File: config.mk
export PLATFORM = sky130hd
export DESIGN_NAME = mc_controller
export DESIGN_NICKNAME = d
export VERILOG_FILES = /design/src/rtl/mc_controller.sv
export SDC_FILE = /design/constraint.sdc
export NUM_CORES = 1
export LEC_CHECK = 0
export BUFFER_PORTS_ARGS = -buffer_cell sky130_fd_sc_hd__buf_4
export CORE_MARGIN = 3
export CORE_UTILIZATION = 55
export DETAILED_ROUTE_END_ITERATION = 6
export PLACE_DENSITY_LB_ADDON = 0.12
export SLEW_MARGIN = 10
export SYNTH_ARGS = -nofsm -noshare
export SYNTH_HDL_FRONTEND = slang
export SYNTH_SLANG_ARGS = --single-unit
File: constraint.sdc
create_clock -name clk -period 3.91 [get_ports clk]
set_input_delay 0.782 -clock clk [delete_from_list [all_inputs] [get_ports clk]]
set_output_delay 0.782 -clock clk [all_outputs]
set_load 0.01 [all_outputs]
File: src/rtl/mc_controller.sv
// mc_controller -- main sequencing FSM of the multicycle RV32I core.
//
// Steps the shared ALU, the unified instruction/data memory port, the PC and
// the register file through fetch / decode / execute / memory / writeback,
// and counts retired instructions.
//
// Ports:
//   clk, reset_n        clock, asynchronous active-low reset
//   op[6:0]             opcode from the instruction register
//   mem_ready           memory handshake completes this cycle
//   mem_req, MemWrite   memory request and store strobe
//   AdrSrc              memory address select (0 PC, 1 Result)
//   IRWrite, PCUpdate   load IR/OldPC, unconditional PC write
//   Branch, RegWrite    conditional PC write, register file write
//   ALUSrcA/B, ALUOp    ALU operand selects and operation class
//   ResultSrc           result bus select
//   illegal             illegal opcode indication
//   instret[CNT_W-1:0]  retired instruction count (wraps)
module mc_controller #(
  parameter int CNT_W           = 32,
  parameter bit TRAP_ON_ILLEGAL = 1'b1
) (
  input  logic             clk,
  input  logic             reset_n,
  input  logic [6:0]       op,
  input  logic             mem_ready,
  output logic             mem_req,
  output logic             MemWrite,
  output logic             AdrSrc,
  output logic             IRWrite,
  output logic             PCUpdate,
  output logic             Branch,
  output logic             RegWrite,
  output logic [1:0]       ALUSrcA,
  output logic [1:0]       ALUSrcB,
  output logic [1:0]       ALUOp,
  output logic [1:0]       ResultSrc,
  output logic             illegal,
  output logic [CNT_W-1:0] instret
);

  typedef enum logic [3:0] {
    S_FETCH, S_DECODE, S_MEMADR, S_MEMREAD, S_MEMWB, S_MEMWRITE,
    S_EXECR, S_EXECI, S_ALUWB, S_BRANCH, S_JAL, S_JALR, S_LINK,
    S_LUI, S_AUIPC, S_TRAP
  } state_t;

  state_t           state_q, state_d;
  logic [CNT_W-1:0] instret_q, instret_d;
  logic             retire;

  // Raw strobes before reset gating.
  logic mem_req_s, mem_write_s, ir_write_s, pc_update_s, branch_s, reg_write_s;

  // ---- state and counter registers ----
  always_ff @(posedge clk or negedge reset_n) begin
    if (!reset_n) begin
      state_q   <= S_FETCH;
      instret_q <= '0;
    end else begin
      state_q   <= state_d;
      instret_q <= instret_d;
    end
  end

  // ---- next state ----
  always_comb begin
    state_d = state_q;
    unique case (state_q)
      S_FETCH:    if (mem_ready) state_d = S_DECODE;
      S_DECODE: begin
        unique case (op)
          7'b0000011, 7'b0100011: state_d = S_MEMADR;
          7'b0110011:             state_d = S_EXECR;
          7'b0010011:             state_d = S_EXECI;
          7'b1100011:             state_d = S_BRANCH;
          7'b1101111:             state_d = S_JAL;
          7'b1100111:             state_d = S_JALR;
          7'b0110111:             state_d = S_LUI;
          7'b0010111:             state_d = S_AUIPC;
          default:                state_d = S_TRAP;
        endcase
      end
      // op[5] separates stores (0100011) from loads (0000011).
      S_MEMADR:   state_d = op[5] ? S_MEMWRITE : S_MEMREAD;
      S_MEMREAD:  if (mem_ready) state_d = S_MEMWB;
      S_MEMWB:    state_d = S_FETCH;
      S_MEMWRITE: if (mem_ready) state_d = S_FETCH;
      S_EXECR:    state_d = S_ALUWB;
      S_EXECI:    state_d = S_ALUWB;
      S_ALUWB:    state_d = S_FETCH;
      S_BRANCH:   state_d = S_FETCH;
      S_JAL:      state_d = S_ALUWB;
      S_JALR:     state_d = S_LINK;
      S_LINK:     state_d = S_ALUWB;
      S_LUI:      state_d = S_ALUWB;
      S_AUIPC:    state_d = S_ALUWB;
      S_TRAP:     state_d = TRAP_ON_ILLEGAL ? S_TRAP : S_FETCH;
      default:    state_d = S_FETCH;
    endcase
  end

  // ---- retire counting: every path that completes an instruction into FETCH ----
  always_comb begin
    retire = (state_q == S_ALUWB) || (state_q == S_MEMWB) ||
             (state_q == S_BRANCH) || ((state_q == S_MEMWRITE) && mem_ready);
    instret_d = instret_q;
    if (retire) instret_d = instret_q + CNT_W'(1);
  end

  // ---- outputs ----
  always_comb begin
    mem_req_s   = 1'b0;
    mem_write_s = 1'b0;
    ir_write_s  = 1'b0;
    pc_update_s = 1'b0;
    branch_s    = 1'b0;
    reg_write_s = 1'b0;
    AdrSrc      = 1'b0;
    ALUSrcA     = 2'b00;
    ALUSrcB     = 2'b00;
    ALUOp       = 2'b00;
    ResultSrc   = 2'b00;
    illegal     = 1'b0;
    unique case (state_q)
      S_FETCH: begin
        mem_req_s   = 1'b1;
        ALUSrcB     = 2'b10;
        ResultSrc   = 2'b10;
        ir_write_s  = mem_ready;
        pc_update_s = mem_ready;
      end
      S_DECODE: begin
        ALUSrcA = 2'b01;
        ALUSrcB = 2'b01;
      end
      S_MEMADR: begin
        ALUSrcA = 2'b10;
        ALUSrcB = 2'b01;
      end
      S_MEMREAD: begin
        mem_req_s = 1'b1;
        AdrSrc    = 1'b1;
      end
      S_MEMWB: begin
        ResultSrc   = 2'b01;
        reg_write_s = 1'b1;
      end
      S_MEMWRITE: begin
        mem_req_s   = 1'b1;
        AdrSrc      = 1'b1;
        mem_write_s = mem_ready;
      end
      S_EXECR: begin
        ALUSrcA = 2'b10;
        ALUOp   = 2'b10;
      end
      S_EXECI: begin
        ALUSrcA = 2'b10;
        ALUSrcB = 2'b01;
        ALUOp   = 2'b10;
      end
      S_ALUWB:  reg_write_s = 1'b1;
      S_BRANCH: begin
        ALUSrcA  = 2'b10;
        ALUOp    = 2'b01;
        branch_s = 1'b1;
      end
      S_JAL: begin
        ALUSrcA     = 2'b01;
        ALUSrcB     = 2'b10;
        pc_update_s = 1'b1;
      end
      // PC takes rs1+imm straight off the ALU while OldPC+4 is formed next.
      S_JALR: begin
        ALUSrcA     = 2'b10;
        ALUSrcB     = 2'b01;
        ResultSrc   = 2'b10;
        pc_update_s = 1'b1;
      end
      S_LINK: begin
        ALUSrcA = 2'b01;
        ALUSrcB = 2'b10;
      end
      S_LUI: begin
        ALUSrcA = 2'b11;
        ALUSrcB = 2'b01;
      end
      S_AUIPC: begin
        ALUSrcA = 2'b01;
        ALUSrcB = 2'b01;
      end
      S_TRAP:  illegal = 1'b1;
      default: ;
    endcase
  end

  // Strobes are gated by reset_n so they drop the instant reset asserts,
  // independent of the clock.
  assign mem_req  = mem_req_s   & reset_n;
  assign MemWrite = mem_write_s & reset_n;
  assign IRWrite  = ir_write_s  & reset_n;
  assign PCUpdate = pc_update_s & reset_n;
  assign Branch   = branch_s    & reset_n;
  assign RegWrite = reg_write_s & reset_n;
  assign instret  = instret_q;

endmodule

==> metrics.csv, run 1 <==
stage,metric,value,unit
critical_path,crit start category,flop,
detailed_routing,DR WL/cell,13.99,um
sta,Slew HR,41.02,%
finish,Antenna diodes,0,
power,maximum vdd ir drop,0.0003628,V
finish,share of layout cells above drive strength 1,27.72,%
critical_path,Critical Path Sink Type,primary output,
sta,total negative slack,0,ps
run,Max-cap violations,0,
clock_network,CTS Hold Bufs,0,
finish,Layout area overhead,25.35,%
grt,GRT Total Usage,22.15,%
sta,Final setup viols,0,
clock_network,post-cts repair resize count,0,
power,cell leakage power,0.001296,uW
yosys,main area contributors after synthesis,"dfrtp_1, xnor2_1, xor2_1",
yosys,Yosys warnings,0,
yosys,Commonest cells post-synth,"dfrtp_1, nor2_1, nand2_1, xnor2_1, xor2_1",
critical_path,WP buf/inv,1,
yosys,post-synth top area share,42.35,%
die,Rows,21,
sta,Worst Max-Slew Pin Slew,884.7,ps
sta,RSZ-0062 raised after global routing,no,
detailed_routing,vias per cell,5.547,
detailed_routing,Pre-antenna DRT Iters,4,
finish,final design utilization,75.73,%
die,die height,68.19,um
detailed_routing,DR vias,1836,
die,I/O pin cnt,58,
clock_network,htree depth,2,
sta,Final Hold Viols,0,
sta,Max Transition Viols Final,0,
clock_network,CTS tree,done,
yosys,number of flops mapped to enable cells by yosys,0,
critical_path,largest fanout on the critical path,31,
grt,vias in the first global route,1759,
critical_path,WP data arrival,1900,ps
clock_network,cts bufs inserted,5,
yosys,Syn Area/Cell,9.248,um^2
clock_network,"Reg clk slew, reported paths",70,ps
placed_design,port bufs,57,
detailed_routing,drt drc,0,
detailed_routing,ANT nets after route,0,
yosys,"Top FF cell, synth",dfrtp_1,
detailed_routing,met3 WL,305,um
clock_network,Max clock buf depth,2,
grt,global route overflow,0,
yosys,#FFs+latches synth,36,
die,Starting Density,60.41,%
clock_network,worst skew pair latency,280,ps
detailed_routing,final wirelength,4.631,mm
placed_design,GPL Wtd Cong,0.7849,
critical_path,Crit Path Class,flop to primary output,
critical_path,Crit path largest cell delay,920,ps
grt,first-pass GRT wire length,7.838,mm
critical_path,CP Data Required Time,3130,ps
die,die area,4649,um^2
power,Pwr Density,537.3,nW/um^2
detailed_routing,DR top layer,met4,
finish,Final #Nets,296,
detailed_routing,Iter 0 DRT Violations,100,
yosys,Yosys top cell by area,dfrtp_1,
placed_design,Post-DP HPWL,3.377,mm
clock_network,"Setup Fix Bufs, Post-CTS",0,
detailed_routing,met2 wire length,2.216,mm
grt,initial antenna violation count,0,
run_status,outcome,finished clean,
die,DIE WIDTH,68.19,um
yosys,asr flop ratio synth,100.0,%
finish,fill count,290,
clock_network,clock root cell,clkbuf_8,
yosys,top-count cell post-synth,dfrtp_1,
min_path,HP Class,input pin to asynchronous set/reset pin,
clock_network,clock sinks,36,
yosys,post-synthesis cell type count,45,
yosys,register area share after synthesis,42.35,%
sta,shortest period the worst path allows,2681,ps
critical_path,"CP delay by family, top",flip-flops,
critical_path,slowest CP cell,dfrtp_1,
critical_path,RR Startpoint,state_q[2],
sta,Peak Freq,373.0,MHz
sta,Tcrit/Tclk final,68.56,%
critical_path,R2R depth,5,
yosys,Mapped Cells,230,
detailed_routing,Met1 Routed Length,2.023,mm
critical_path,FF-to-FF End,instret[14],
critical_path,R2R Setup Slk,1620,ps
sta,Clock Skew,2.484,ps
yosys,Mapped Nets,241,
grt,largest net degree at the start of global routing,41,
die,Core Region,3521,um^2
critical_path,CP Cell Sequence,"nor2_1, nand2_1, nor3_1, a31o_2, buf_4",
yosys,Mapped Area,2127,um^2
==> flip-flops by register name (all words and copies together), names as in the netlist <==
signal and cells:
instret 32, state_q 4
==> placed cells by master, fill, tap and decap left out, types with 2 or more instances in the layout <==
master	Yosys	final
and4_2	2	2
xnor2_1	17	17
or4_1	2	2
nand4_1	4	4
clkbuf_8	0	7
buf_4	2	57
nand3_1	15	15
o211ai_1	2	2
nand2_1	17	17
o21ai_0	11	11
nor2_1	24	24
nand3b_1	2	2
inv_1	6	6
and4_1	2	2
or3_1	2	2
dfrtp_1	36	36
a21oi_1	13	13
nor4_4	2	2
xor2_1	17	17
nor2b_1	4	4
and3_2	2	2
nor3_1	8	8
and2_1	3	3
or2_2	2	2
and3b_1	2	2
nand2b_1	4	4
and3_1	6	6
==> per-stage QoR <==
step | std cells | setup WS, ps | cell area [um^2] | hold slack, ps | total power (uW)
finish | 331 | 1229 | 2666 | 459.2 | 1433
global route | 331 | 1081 | 2666 | 493.6 | 1544
CTS | 331 | 1222 | 2666 | 471.7 | 1442
detailed placement | 324 | 1283 | 2570 | 472.5 | 1163
global placement | 324 | 1329 | 2570 | 463.5 | 1148
floorplan | 230 | 1746 | 2127 | 486.4 | 936.2
==> worst max path at each step <==
stage          startpoint  endpoint  slack, ps  cells past startpoint
6_report       state_q[1]  PCUpdate       1230                      5
5_1_grt        state_q[1]  PCUpdate       1080                      5
4_1_cts        state_q[1]  PCUpdate       1220                      5
3_5_place_dp      reset_n  PCUpdate       1280                      5
3_3_place_gp      reset_n  PCUpdate       1330                      5
2_1_floorplan   mem_ready  PCUpdate       1750                      3
==> metal layers <==
layer | up-vias | GRT usage [%]
li1 | 908 | -
met1 | 863 | 28.60
met2 | 56 | 35.98
met3 | 9 | 4.926
met4 | 0 | 8.685
met5 | - | 0
==> final cells by class <==
cell class / instances / area (um^2) / area share (%)
Clock buffer: 7 / 96.34 / 3.613
Inverter: 6 / 22.52 / 0.8447
Multi-Input combinational cell: 179 / 1161 / 43.55
Sequential cell: 36 / 900.9 / 33.79
Tap cell: 46 / 57.56 / 2.159
Timing Repair Buffer: 57 / 427.9 / 16.05
==> cells by family (layout without fill, tap and decap cells) <==
family	count (synthesis)	count (layout)	share of synthesized area, %
AO/OA/AOI/OAI	32	32	8.824
AND/OR/NAND/NOR	110	110	30.18
XOR/XNOR	34	34	14.00
buffers and inverters	15	70	3.058
adder cells (fa/ha/maj)	1	1	0.5881
multiplexers	2	2	1.000
flip-flops	36	36	42.35
==> report_power, final <==
part,switching [uW],internal [uW]
sequential,144,426
clock,122,157
combinational,297,287
(Power assumes the default switching activity.)
==> run 2: changes to the inputs <==
--- a/config.mk
+++ b/config.mk
@@ -7,7 +7,7 @@
 export LEC_CHECK = 0
 export BUFFER_PORTS_ARGS = -buffer_cell sky130_fd_sc_hd__buf_4
 export CORE_MARGIN = 3
-export CORE_UTILIZATION = 55
+export CORE_UTILIZATION = 52
 export DETAILED_ROUTE_END_ITERATION = 6
 export PLACE_DENSITY_LB_ADDON = 0.12
 export SLEW_MARGIN = 10
==> constraint.sdc (replaced) <==
create_clock -name clk -period 2.7 [get_ports clk]
set_input_delay 0.54 -clock clk [delete_from_list [all_inputs] [get_ports clk]]
set_output_delay 0.54 -clock clk [all_outputs]
set_load 0.01 [all_outputs]
==> run 2 against run 1 <==
  * Design area grew 1.4%
  * Non-clock buffer count grew 3
  * Power grew 50%
  * Clock power grew 67%
  * Count of clock-buffer cells in the layout shrank 1
  * Die area grew 5.3%
  * Clock skew grew 5.0 ps
  * First-iteration DRC count grew 19%
  * Worst setup slack lost 900 ps
  * Critical endpoint unchanged
==> metrics.csv, run 2 (synthesis results as in run 1) <==
stage,metric,value,unit,change
run_status,outcome,finished clean,,
power,Pwr Density,796.2,nW/um^2,+48%
power,cell leakage power,0.001316,uW,+1.5%
clock_network,"Setup Fix Bufs, Post-CTS",0,,unchanged
critical_path,R2R depth,5,,unchanged
finish,Final #Nets,299,,+1.0%
die,Rows,22,,+4.8%
detailed_routing,drt drc,0,,unchanged
sta,Clock Skew,7.464,ps,+4.980 ps
detailed_routing,ANT nets after route,0,,unchanged
detailed_routing,Iter 0 DRT Violations,119,,+19%
clock_network,worst skew pair latency,280,ps,about the same
sta,total negative slack,0,ps,unchanged
grt,met1 global-route usage,27.65,%,-0.95 points
sta,Peak Freq,422.7,MHz,
die,Starting Density,55.99,%,-4.4 points
finish,Antenna diodes,0,,unchanged
die,I/O pin cnt,58,,unchanged
critical_path,crit start category,flop,,
clock_network,"Reg clk slew, reported paths",70,ps,about the same
clock_network,htree depth,2,,unchanged
clock_network,clock sinks,36,,unchanged
grt,met3 Usage GRT,4.173,%,-0.75 points
detailed_routing,Pre-antenna DRT Iters,4,,unchanged
critical_path,CP Data Required Time,2160,ps,-970 ps
die,die height,69.96,um,+2.6%
placed_design,port bufs,57,,unchanged
finish,fill count,323,,+11%
finish,"commonest non-fill, non-tap cells in the layout","buf_4, dfrtp_1, nor2_1",,
min_path,HP Class,input pin to asynchronous set/reset pin,,
die,DIE WIDTH,69.96,um,+2.6%
finish,"commonest non-fill, non-tap cell in the layout",buf_4,,
detailed_routing,DR WL/cell,13.96,um,-0.19%
sta,RSZ-0062 raised after global routing,no,,
finish,max reg flops,32,,unchanged
detailed_routing,vias per cell,5.513,,-0.60%
clock_network,CTS tree,done,,
grt,global route hottest layer,met2,,
grt,largest net degree at the start of global routing,36,,-12%
sta,Worst Max-Slew Pin Slew,706.0,ps,-178.7 ps
placed_design,GPL Wtd Cong,0.8112,,+3.4%
critical_path,Worst Setup SP,state_q[1],,
critical_path,Critical Path Sink Type,primary output,,
run,Max-cap violations,0,,unchanged
sta,Final setup viols,0,,unchanged
sta,Max Transition Viols Final,0,,unchanged
finish,Layout area overhead,27.06,%,
die,die area,4894,um^2,+5.3%
placed_design,Post-DP HPWL,3.537,mm,+4.7%
critical_path,largest fanout on the critical path,25,,-19%
grt,initial antenna violation count,0,,unchanged
clock_network,cts bufs inserted,5,,unchanged
critical_path,R2R Setup Slk,440,ps,-1180 ps
clock_network,Max clock buf depth,2,,unchanged
grt,global route overflow,0,,unchanged
sta,Final Hold Viols,0,,unchanged
clock_network,CTS Hold Bufs,0,,unchanged
sta,Tcrit/Tclk final,87.62,%,
sta,shortest period the worst path allows,2366,ps,
detailed_routing,final wirelength,4.706,mm,+1.6%
critical_path,FF-to-FF End,instret[14],,
grt,vias in the first global route,1721,,-2.2%
critical_path,RR Startpoint,state_q[3],,
critical_path,WP data arrival,1830,ps,-70 ps
finish,share of layout cells above drive strength 1,28.37,%,+0.65 points
grt,first-pass GRT wire length,8.121,mm,+3.6%
critical_path,Crit Path Class,flop to primary output,,
finish,final design utilization,71.15,%,-4.6 points
critical_path,Critical path destination,PCUpdate,,
grt,GR met2 Demand/Resource,32.42,%,-3.6 points
grt,GRT Total Usage,20.14,%,-2.0 points
power,maximum vdd ir drop,0.0007302,V,+100%
die,Core Region,3799,um^2,+7.9%
clock_network,clock root cell,clkbuf_8,,
detailed_routing,DR vias,1858,,+1.2%
clock_network,post-cts repair resize count,0,,unchanged
sta,Slew HR,52.94,%,+12 points
## run 2: layer usage
metal | wire, um | vias to the layer above
met4 | 37 | 0
met1 | 2178 | 886
met5 | 0 | -
met2 | 2270 | 48
li1 | - | 920
met3 | 220 | 4
## run 2: worst min-delay path by stage
stage,from,end,slack [ps],depth (start not counted)
global placement,reset_n,state_q[3],350,1
floorplan,reset_n,instret[0],240,0
CTS,reset_n,state_q[3],40,1
finish,reset_n,state_q[3],50,1
detailed placement,reset_n,state_q[3],350,1
global route,reset_n,state_q[3],30,1
## run 2: power breakdown
group | switching (uW) | leakage, uW | internal (uW)
logic | 464 | 0.000795 | 430
clock network | 189 | 0.0000552 | 274
registers | 178 | 0.000466 | 617
## run 2: final cells by class
type / instances / area, um^2 / area share [%]
Timing Repair Buffer: 60 / 450.4 / 16.67
Inverter: 6 / 22.52 / 0.8333
Clock inverter: 2 / 35.03 / 1.296
Multi-Input combinational cell: 179 / 1161 / 42.96
Tap cell: 48 / 60.06 / 2.222
Clock buffer: 6 / 72.57 / 2.685
Sequential cell: 36 / 900.9 / 33.33
## run 2: worst max-delay path, stage by stage, from the launching register on
cell and delay, ps:
dfrtp_1 640, nor2_1 250, nand2_1 90, nor3_1 280, a31o_2 160, buf_4 120
## run 2: per-stage QoR
| stage | hold slack [ps] | setup WS [ps] | total power [uW] | instances | area [um^2] |
|---|---|---|---|---|---|
| floorplan | 244.4 | 834.5 | 1356 | 230 | 2127 |
| global placement | 351.6 | 597.7 | 1686 | 329 | 2595 |
| detailed placement | 351.3 | 538.9 | 1700 | 329 | 2595 |
| CTS | 42.42 | 359.4 | 2162 | 337 | 2703 |
| global route | 34.82 | 125.8 | 2323 | 337 | 2703 |
| finish | 47.55 | 334.3 | 2152 | 337 | 2703 |
